**src/rtl/pci_reg_pkg.sv**
```systemverilog
// ============================================================================
// Module  : pci_reg_pkg
// Brief   : Ack codes, response status and FSM state types for pci_reg_initiator
// Revision: 1.0 - initial release
// ============================================================================
`default_nettype none

package pci_reg_pkg;

    localparam logic [3:0] ACK_NONE  = 4'b0000;
    localparam logic [3:0] ACK_OK    = 4'b0001;
    localparam logic [3:0] ACK_RETRY = 4'b0010;
    localparam logic [3:0] ACK_ERROR = 4'b0100;

    typedef enum logic [1:0] {
        RSP_OK      = 2'b00,
        RSP_ERROR   = 2'b01,
        RSP_RETRY   = 2'b10,
        RSP_TIMEOUT = 2'b11
    } rsp_status_t;

    typedef enum logic [1:0] {
        ST_IDLE    = 2'd0,
        ST_SEL     = 2'd1,
        ST_BACKOFF = 2'd2,
        ST_RESP    = 2'd3
    } state_t;

endpackage

`default_nettype wire

```
**src/rtl/pci_reg_initiator.sv**
```systemverilog
// ============================================================================
// Module  : pci_reg_initiator
// Brief   : Host-to-target register access initiator with retry and timeout
// Revision: 1.0 - initial release
// ============================================================================
`default_nettype none

module pci_reg_initiator
    import pci_reg_pkg::*;
#(
    parameter int ADDR_W    = 8,
    parameter int DATA_W    = 32,
    parameter int TIMEOUT   = 16,
    parameter int MAX_RETRY = 3
) (
    input  logic              clk,
    input  logic              rst,
    input  logic              req_valid,
    output logic              req_ready,
    input  logic              req_write,
    input  logic [ADDR_W-1:0] req_addr,
    input  logic [DATA_W-1:0] req_wdata,
    output logic              reg_sel,
    output logic              reg_wr,
    output logic [ADDR_W-1:0] reg_addr,
    output logic [DATA_W-1:0] reg_wdata,
    input  logic [DATA_W-1:0] reg_rdata,
    input  logic [3:0]        pci_ack,
    output logic              rsp_valid,
    input  logic              rsp_ready,
    output logic [1:0]        rsp_status,
    output logic [DATA_W-1:0] rsp_rdata,
    output logic              ack_spurious
);

    localparam int TW = $clog2(TIMEOUT);
    localparam int RW = (MAX_RETRY > 0) ? $clog2(MAX_RETRY + 1) : 1;
    localparam logic [TW-1:0] C_TIMER_LAST  = TW'(TIMEOUT - 1);
    localparam logic [RW-1:0] C_RETRY_LIMIT = RW'(MAX_RETRY);

    state_t              r_state;
    state_t              w_next;
    logic [ADDR_W-1:0]   r_addr;
    logic [DATA_W-1:0]   r_wdata;
    logic                r_write;
    logic [TW-1:0]       r_timer;
    logic [RW-1:0]       r_retry_cnt;
    logic                r_bo_cnt;
    rsp_status_t         r_status;
    logic [DATA_W-1:0]   r_rdata;
    logic                r_ack_spurious;

    logic w_ack_ok;
    logic w_ack_retry;
    logic w_ack_err;
    logic w_retry_ok;
    logic w_expired;

    // Anything nonzero that is neither OK nor RETRY is treated as an error.
    assign w_ack_ok    = (pci_ack == ACK_OK);
    assign w_ack_retry = (pci_ack == ACK_RETRY);
    assign w_ack_err   = (pci_ack != ACK_NONE) && !w_ack_ok && !w_ack_retry;
    assign w_retry_ok  = (r_retry_cnt < C_RETRY_LIMIT);
    assign w_expired   = (r_timer == C_TIMER_LAST);

    always_ff @(posedge clk or posedge rst) begin
        if (rst) begin
            r_state <= ST_IDLE;
        end else begin
            r_state <= w_next;
        end
    end

    always_comb begin
        w_next = r_state;
        case (r_state)
            ST_IDLE: begin
                if (req_valid) w_next = ST_SEL;
            end
            ST_SEL: begin
                if (w_ack_ok || w_ack_err) begin
                    w_next = ST_RESP;
                end else if (w_ack_retry) begin
                    w_next = w_retry_ok ? ST_BACKOFF : ST_RESP;
                end else if (w_expired) begin
                    w_next = ST_RESP;
                end
            end
            ST_BACKOFF: begin
                if (r_bo_cnt) w_next = ST_SEL;
            end
            ST_RESP: begin
                if (rsp_ready) w_next = ST_IDLE;
            end
            default: w_next = ST_IDLE;
        endcase
    end

    always_comb begin
        req_ready = 1'b0;
        rsp_valid = 1'b0;
        reg_sel   = 1'b0;
        case (r_state)
            ST_IDLE: req_ready = 1'b1;
            ST_SEL:  reg_sel   = 1'b1;
            ST_RESP: rsp_valid = 1'b1;
            default: ;
        endcase
        reg_wr = reg_sel & r_write;
    end

    always_ff @(posedge clk or posedge rst) begin
        if (rst) begin
            r_addr         <= '0;
            r_wdata        <= '0;
            r_write        <= 1'b0;
            r_timer        <= '0;
            r_retry_cnt    <= '0;
            r_bo_cnt       <= 1'b0;
            r_status       <= RSP_OK;
            r_rdata        <= '0;
            r_ack_spurious <= 1'b0;
        end else begin
            r_ack_spurious <= (r_state != ST_SEL) && (pci_ack != ACK_NONE);
            case (r_state)
                ST_IDLE: begin
                    if (req_valid) begin
                        r_addr      <= req_addr;
                        r_wdata     <= req_wdata;
                        r_write     <= req_write;
                        r_timer     <= '0;
                        r_retry_cnt <= '0;
                        r_bo_cnt    <= 1'b0;
                        r_status    <= RSP_OK;
                        r_rdata     <= '0;
                    end
                end
                ST_SEL: begin
                    if (w_ack_ok) begin
                        r_status <= RSP_OK;
                        r_rdata  <= r_write ? '0 : reg_rdata;
                    end else if (w_ack_err) begin
                        r_status <= RSP_ERROR;
                        r_rdata  <= '0;
                    end else if (w_ack_retry) begin
                        if (w_retry_ok) begin
                            r_retry_cnt <= r_retry_cnt + 1'b1;
                            r_bo_cnt    <= 1'b0;
                        end else begin
                            r_status <= RSP_RETRY;
                            r_rdata  <= '0;
                        end
                    end else if (w_expired) begin
                        r_status <= RSP_TIMEOUT;
                        r_rdata  <= '0;
                    end else begin
                        r_timer <= r_timer + 1'b1;
                    end
                end
                ST_BACKOFF: begin
                    // Timer restarts so every SEL attempt gets the full window.
                    r_timer  <= '0;
                    r_bo_cnt <= ~r_bo_cnt;
                end
                default: ;
            endcase
        end
    end

    assign reg_addr     = r_addr;
    assign reg_wdata    = r_wdata;
    assign rsp_status   = r_status;
    assign rsp_rdata    = r_rdata;
    assign ack_spurious = r_ack_spurious;

endmodule

`default_nettype wire

```
**config.mk**
```make
export PLATFORM = sky130hd
export DESIGN_NAME = pci_reg_initiator
export DESIGN_NICKNAME = d
export VERILOG_FILES = /design/src/rtl/pci_reg_pkg.sv /design/src/rtl/pci_reg_initiator.sv
export SDC_FILE = /design/constraint.sdc
export NUM_CORES = 1
export LEC_CHECK = 0
export BUFFER_PORTS_ARGS = -buffer_cell sky130_fd_sc_hd__buf_2
export CELL_PAD_IN_SITES_DETAIL_PLACEMENT = 0
export CELL_PAD_IN_SITES_GLOBAL_PLACEMENT = 1
export CORE_MARGIN = 2
export CORE_UTILIZATION = 32
export DETAILED_ROUTE_END_ITERATION = 7
export GPL_TIMING_DRIVEN = 0
export PLACE_DENSITY = 0.71
export SLEW_MARGIN = 25
export SYNTH_ARGS = -nofsm -noshare
export SYNTH_HDL_FRONTEND = slang
export SYNTH_SLANG_ARGS = --single-unit
```
**constraint.sdc**
```tcl
create_clock -name clk -period 2.3 [get_ports clk]
set_input_delay 0.23 -clock clk [delete_from_list [all_inputs] [get_ports clk]]
set_output_delay 0.23 -clock clk [all_outputs]
set_load 0.01 [all_outputs]
```
==> flow_summary_export.csv, run 1 <==
group,metric,value,unit
sta,fin_crit_sh,0.895,
placement,portBuffers,159,
synth,yosysUniqueCellTypes,37,
synth,ys_seq_area_frac,0.617,
finish,nNetsFinal,494,
die,pin_count,160,
setup_path,critPathMaxFanout,10,
clock_network,cts_made_buffers,9,
finish,multi_input_area,0.00119,sq mm
clock_network,cts_tree,"built",
global_route,grt_pass1_wl,12900,um
setup_path,crit_family,"buffers and inverters",
synth,synth-main-ff-cell,"dfrtp_1",
setup_path,worstReg2RegStart,"r_state[0]",
clock_network,cts_buffer_depth,2,
sta,post-route-worst-setup-slack,0.241,ns
job,max_cap_violations,0,
placement,dpl-instance-area,0.00446,sq mm
finish,seq_area,0.00213,sq mm
synth,avgSynthCellArea,14.5,sq um
sta,max_freq,486,MHz
placement,post-place-ws,0.453,ns
clock_network,cts_root_buf,"clkbuf_8",
die,die_h,108,um
finish,drive_gt1_frac,0.565,
setup_path,critPathKind,"flop to output pin",
die,die_area,0.0116,sq mm
power_and_ir_drop,power.switching,1730,uW
finish,fin_area,0.00466,sq mm
sta,fin_setup_tns,0,ns
synth,syn-instance-count,238,
setup_path,worstPathArrival,1.83,ns
placement,dp_hpwl,6200,um
detailed_routing,routed_wirelength,8290,um
sta,layout_min_cycle_time,2.06,ns
finish,diodes,0,
clock_network,post_cts_buffers,0,
sta,finalHoldViolations,0,
clock_network,ctsResizeCount,0,
global_route,grt_pass1_vias,2623,
clock_network,htree_levels,3,
die,rows,37,
setup_path,start_kind,"flop",
synth,synth_edf_count,0,
power_and_ir_drop,p_sw_frac,0.334,
power_and_ir_drop,clock_power_share,0.203,
setup_path,slowest_stage,"dfrtp_1",
min_path,hold_class,"input port to flop",
power_and_ir_drop,pwr_density_cell,1110,mW/mm^2
power_and_ir_drop,p_int,3440,uW
synth,yosysWarningCount,0,
detailed_routing,route.detailed.drc,0,
detailed_routing,drtIter0Drc,94,
global_route,grt_usage,0.143,
min_path,min-delay-start,"reg_rdata[15]",
clock_network,cts.sinks,85,
synth,async_flop_share,1.00,
detailed_routing,viasPerCell,4.84,
finish,fillers,1003,
finish,area_delta_synth_final,35.2,%
setup_path,cpMostUsedCell,"buf_2",
detailed_routing,num_vias,2674,
setup_path,crit_path_end_kind,"output pin",
global_route,grt_max_degree,33,
placement,gp_congestion,0.776,
outcome,status,"finished clean",
sta,worst_slew_pin_slew,0.616,ns
synth,ys_ff_latch,85,
global_route,antenna_found_initial,0,
die,die-width,108,um
detailed_routing,ant_nets,0,
clock_network,clkTransAtPathRegs,0.08,ns
power_and_ir_drop,vdd_ir_drop_max,0.441,mV
clock_network,cts.hold.buffers_added,1,
detailed_routing,routedWlPerCell,15.0,um
setup_path,worst-path-buf-inv,3,
sta,max_slew_margin,0.589,
global_route,overflow,0,
sta,setup_viol,0,
power_and_ir_drop,pwr-share-seq,0.424,
power_and_ir_drop,p_leak,0.00236,uW
setup_path,critPathMaxStageDelay,0.34,ns
sta,drv_slew,0,
die,initial_utilization,0.331,
setup_path,cp.required,2.07,ns
sta,rsz0062_at_grt,"false",
sta,finClkSkew,0.00932,ns
clock_network,clk-insertion-delay-late,0.35,ns
detailed_routing,first_pass_iters,4,
synth,syn-cell-area,0.00345,sq mm
setup_path,setup.worst_path.start,"r_state[1]",
setup_path,path_cells,"buf_2 -> nand2b_1 -> clkinv_1 -> and2_1 -> buf_2",
power_and_ir_drop,power_frac_comb,0.373,
synth,synth_fp_nets,321,
die,core_area,0.0104,sq mm
-- power groups by stage --
stage                     clock network [uW]  registers (uW)  logic (uW)
after detailed placement                   0            2230        1960
final                                   1050            2190        1930
after floorplan                            0            2410         978
after global placement                     0            2200        1920
after global routing                    1160            2250        2110
after CTS                               1090            2200        1960
-- synthesized netlist by cell type (2+ instances only) --
| cell | instances | area (sq um) |
|---|---|---|
| a21oi_1 | 2 | 10.0 |
| a32o_1 | 33 | 330 |
| and2_1 | 3 | 18.8 |
| buf_2 | 11 | 55.1 |
| buf_6 | 4 | 45.0 |
| dfrtp_1 | 85 | 2130 |
| ha_1 | 2 | 25.0 |
| inv_1 | 4 | 15.0 |
| mux2_2 | 41 | 462 |
| mux2i_1 | 5 | 50.1 |
| nand2_1 | 7 | 26.3 |
| nand3_1 | 3 | 15.0 |
| nor2_1 | 4 | 15.0 |
| nor3_1 | 5 | 25.0 |
| nor4_1 | 2 | 12.5 |
| o21ai_0 | 4 | 20.0 |
| o21bai_1 | 2 | 15.0 |
| or4b_1 | 2 | 20.0 |
-- flip-flops by register name (all words and copies together), names as in the netlist --
register / count
reg_wdata: 32
ack_spurious: 1
r_state: 2
rsp_status: 2
r_retry_cnt: 2
r_write: 1
r_bo_cnt: 1
reg_addr: 8
rsp_rdata: 32
r_timer: 4
-- path summary, 6_finish.rpt --
kind / slack, ns / endpoint / cells after the start
max: 0.24 / reg_wr / 5
min: 0.1 / rsp_rdata[15] / 2
max reg2reg: 0.46 / rsp_rdata[21] / 6
min reg2reg: 0.49 / r_retry_cnt[0] / 1
max in group asynchronous: 1.23 / reg_wdata[6] / 4
min in group asynchronous: 0.51 / r_bo_cnt / 3
-- per-stage QoR --
stage / utilization / cells / power (uW) / hold WS, ns
finish: 0.448 / 552 / 5170 / 0.0961
global route: 0.448 / 552 / 5520 / 0.0693
CTS: 0.448 / 552 / 5250 / 0.0737
detailed placement: 0.428 / 535 / 4190 / 0.340
global placement: 0.424 / 533 / 4120 / 0.449
floorplan: - / 238 / 3390 / 0.363
-- layout make-up --
cell class	instances	share of cell area
Sequential cell	85	0.456
Multi-Input combinational cell	131	0.256
Timing Repair Buffer	162	0.181
Tap cell	136	0.0365
Clock buffer	13	0.0319
Buffer	17	0.0239
Clock inverter	3	0.00966
Inverter	5	0.00483
-- cell usage in the layout (no fill, tap or decap), drive strengths merged, types with 3 or more instances in the layout --
cell / count
a32o: 33
mux2i: 5
clkbuf: 14
o21ai: 4
nand2: 7
mux2: 41
clkinvlp: 3
inv: 3
buf: 177
nand3: 3
dfrtp: 85
nor2: 4
nor3: 6
and2: 3
-- logic make-up (layout without fill, tap and decap cells) --
family,Yosys count,count (layout),synth area share
flops,85,85,0.617
fa+ha+maj,2,2,0.00726
simple gates,34,34,0.0577
compound gates,49,49,0.132
buf+inv,22,200,0.0377
mux,46,46,0.148
-- routing by layer --
metal  vias up  global-route usage  share of wire
met5         -                   0              0
met4         0              0.0522         0.0084
met3         6              0.0375          0.069
met2        94               0.233           0.49
met1      1323               0.183           0.43
li1       1251                   -              -
(Power assumes the default switching activity.)
==> inputs of run 2 (changes only) <==
--- a/config.mk
+++ b/config.mk
@@ -12,7 +12,7 @@
 export CORE_UTILIZATION = 32
 export DETAILED_ROUTE_END_ITERATION = 7
 export GPL_TIMING_DRIVEN = 0
-export PLACE_DENSITY = 0.71
+export PLACE_DENSITY_LB_ADDON = 0.1
 export SLEW_MARGIN = 25
 export SYNTH_ARGS = -nofsm -noshare
 export SYNTH_HDL_FRONTEND = slang
==> run 2 against run 1 <==
  * Critical path type unchanged
  * Worst hold slack better by 0.00073 ns
  * Worst setup slack lost 0.013 ns
  * Routed wire length increased by 2.2%
  * Sequential cell count did not move
  * Sequential power barely moved
  * Critical path depth unchanged
  * Clock-buffer cell count decreased by 2
  * Utilization down 0.072 points
==> flow_summary_export.csv, run 2 (synthesis gave the netlist of run 1 again) <==
group,metric,value,unit
detailed_routing,route.detailed.drc,0,
detailed_routing,drtIter0Drc,86,
finish,drive_gt1_frac,0.568,
clock_network,clkTransAtPathRegs,0.08,ns
power_and_ir_drop,pwr_density_cell,1080,mW/mm^2
setup_path,crit_path_end_kind,"output pin",
sta,layout_min_cycle_time,2.07,ns
placement,dp_hpwl,6390,um
global_route,antenna_found_initial,0,
setup_path,path_cells,"buf_2 -> nand2b_1 -> clkinv_1 -> and2_1 -> buf_2",
power_and_ir_drop,p_leak,0.00237,uW
global_route,grt_usage,0.145,
detailed_routing,viasPerCell,4.77,
power_and_ir_drop,vdd_ir_drop_max,0.511,mV
sta,post-route-worst-setup-slack,0.228,ns
clock_network,cts_made_buffers,9,
min_path,min-delay-start,"reg_rdata[12]",
setup_path,slowest_stage,"dfrtp_1",
setup_path,critPathMaxStageDelay,0.34,ns
global_route,grt_pass1_wl,12900,um
die,die_area,0.0116,sq mm
setup_path,start_kind,"flop",
min_path,hold_path_depth,2,
setup_path,worst-path-buf-inv,3,
min_path,worstHoldEndpoint,"rsp_rdata[12]",
finish,nNetsFinal,495,
setup_path,path_depth,5,
sta,max_freq,483,MHz
outcome,status,"finished clean",
global_route,grt_max_degree,28,
global_route,grt_pass1_vias,2576,
finish,diodes,0,
sta,max_slew_margin,0.707,
clock_network,cts_buffer_depth,2,
sta,finClkSkew,0.00538,ns
finish,fillers,1027,
detailed_routing,num_vias,2639,
sta,setup_viol,0,
die,core_area,0.0104,sq mm
detailed_routing,routedWlPerCell,15.3,um
sta,fin_crit_sh,0.901,
finish,area_delta_synth_final,35.0,%
setup_path,cpMostUsedCell,"buf_2",
die,rows,37,
setup_path,worstPathArrival,1.84,ns
finish,final_common_cell,"buf_2",
sta,fin_setup_tns,0,ns
setup_path,crit_family,"buffers and inverters",
setup_path,critPathKind,"flop to output pin",
setup_path,r2r-end,"rsp_rdata[21]",
clock_network,htree_levels,3,
setup_path,worstReg2RegStart,"r_state[0]",
setup_path,cp.required,2.07,ns
detailed_routing,ant_nets,0,
global_route,overflow,0,
finish,final_util,0.447,
die,pin_count,160,
clock_network,cts_tree,"built",
setup_path,critPathMaxFanout,10,
min_path,hold_class,"input port to flop",
die,die_h,108,um
clock_network,ctsResizeCount,0,
setup_path,r2r_cells,6,
finish,most-common-layout-cells,"buf_2, dfrtp_1, mux2_2, a32o_1, clkbuf_8",
sta,worst_slew_pin_slew,0.439,ns
clock_network,clk-insertion-delay-late,0.35,ns
sta,finalHoldViolations,0,
detailed_routing,first_pass_iters,4,
setup_path,r2r_slack,0.46,ns
sta,drv_slew,0,
clock_network,cts_root_buf,"clkbuf_8",
clock_network,cts.sinks,85,
job,max_cap_violations,0,
die,die-width,108,um
placement,gp_congestion,0.735,
die,initial_utilization,0.331,
placement,post-place-ws,0.457,ns
sta,hold_ws,0.0968,ns
sta,rsz0062_at_grt,"false",
detailed_routing,routed_wirelength,8480,um
placement,portBuffers,159,
[run 2: cell types whose count changed in the layout (fill, tap and decap cells not counted), sizes merged]
cell	before	now
buf	177	178
bufinv	1	0
clkbuf	14	12
clkinv	1	5
clkinvlp	3	2
[run 2: stage by stage]
step                cells  power, uW  instance area [sq um]
global route          553       5380                   4650
CTS                   553       5130                   4650
floorplan             238       3390                   3450
detailed placement    536       4190                   4490
finish                553       5010                   4650
global placement      533       4140                   4420
[run 2: routing by layer]
metal | track usage | routed length (um) | up-vias
li1 | - | - | 1252
met1 | 0.180 | 3640 | 1284
met2 | 0.236 | 4090 | 90
met3 | 0.0297 | 552 | 13
met4 | 0.0769 | 192 | 0
met5 | 0 | 0 | -
[run 2: timing repair]
item | 4_1_cts | 5_1_grt
hold buffers | 1 | 0
setup buffers | 0 | 0
endpoints found under the hold margin | 15 | 0
endpoints found under the setup margin | 0 | 0
[run 2: worst reg2reg max path: cells and delay by family, from the launching register on]
| family | cells | cell delay (ns) |
|---|---|---|
| buffers and inverters | 4 | 0.73 |
| AOI/OAI and AO/OA | 1 | 0.27 |
| and+or+nand+nor | 1 | 0.35 |
| DFF | 1 | 0.38 |
[run 2: how the worst max path moves through the flow]
stage                     from            end  slack (ns)
global route        r_state[1]         reg_wr        0.12
floorplan           r_state[0]  rsp_rdata[10]        0.67
global placement           rst  rsp_rdata[11]        0.40
CTS                 r_state[1]         reg_wr        0.19
detailed placement  r_state[0]   rsp_rdata[3]        0.46
finish              r_state[1]         reg_wr        0.23
[run 2: where the power goes]
part	internal [uW]	total, uW	switching, uW
Sequential	1970	2170	207
Combinational	946	1940	996
Clock	386	898	512
Total	3300	5010	1720
[run 2: final cells by class]
type / count / area, sq um / area share
Buffer: 17 / 111 / 0.0239
Clock buffer: 11 / 131 / 0.0282
Clock inverter: 5 / 27.5 / 0.00591
Inverter: 5 / 22.5 / 0.00484
Multi-Input combinational cell: 131 / 1190 / 0.256
Sequential cell: 85 / 2130 / 0.457
Tap cell: 136 / 170 / 0.0366
Timing Repair Buffer: 163 / 873 / 0.188
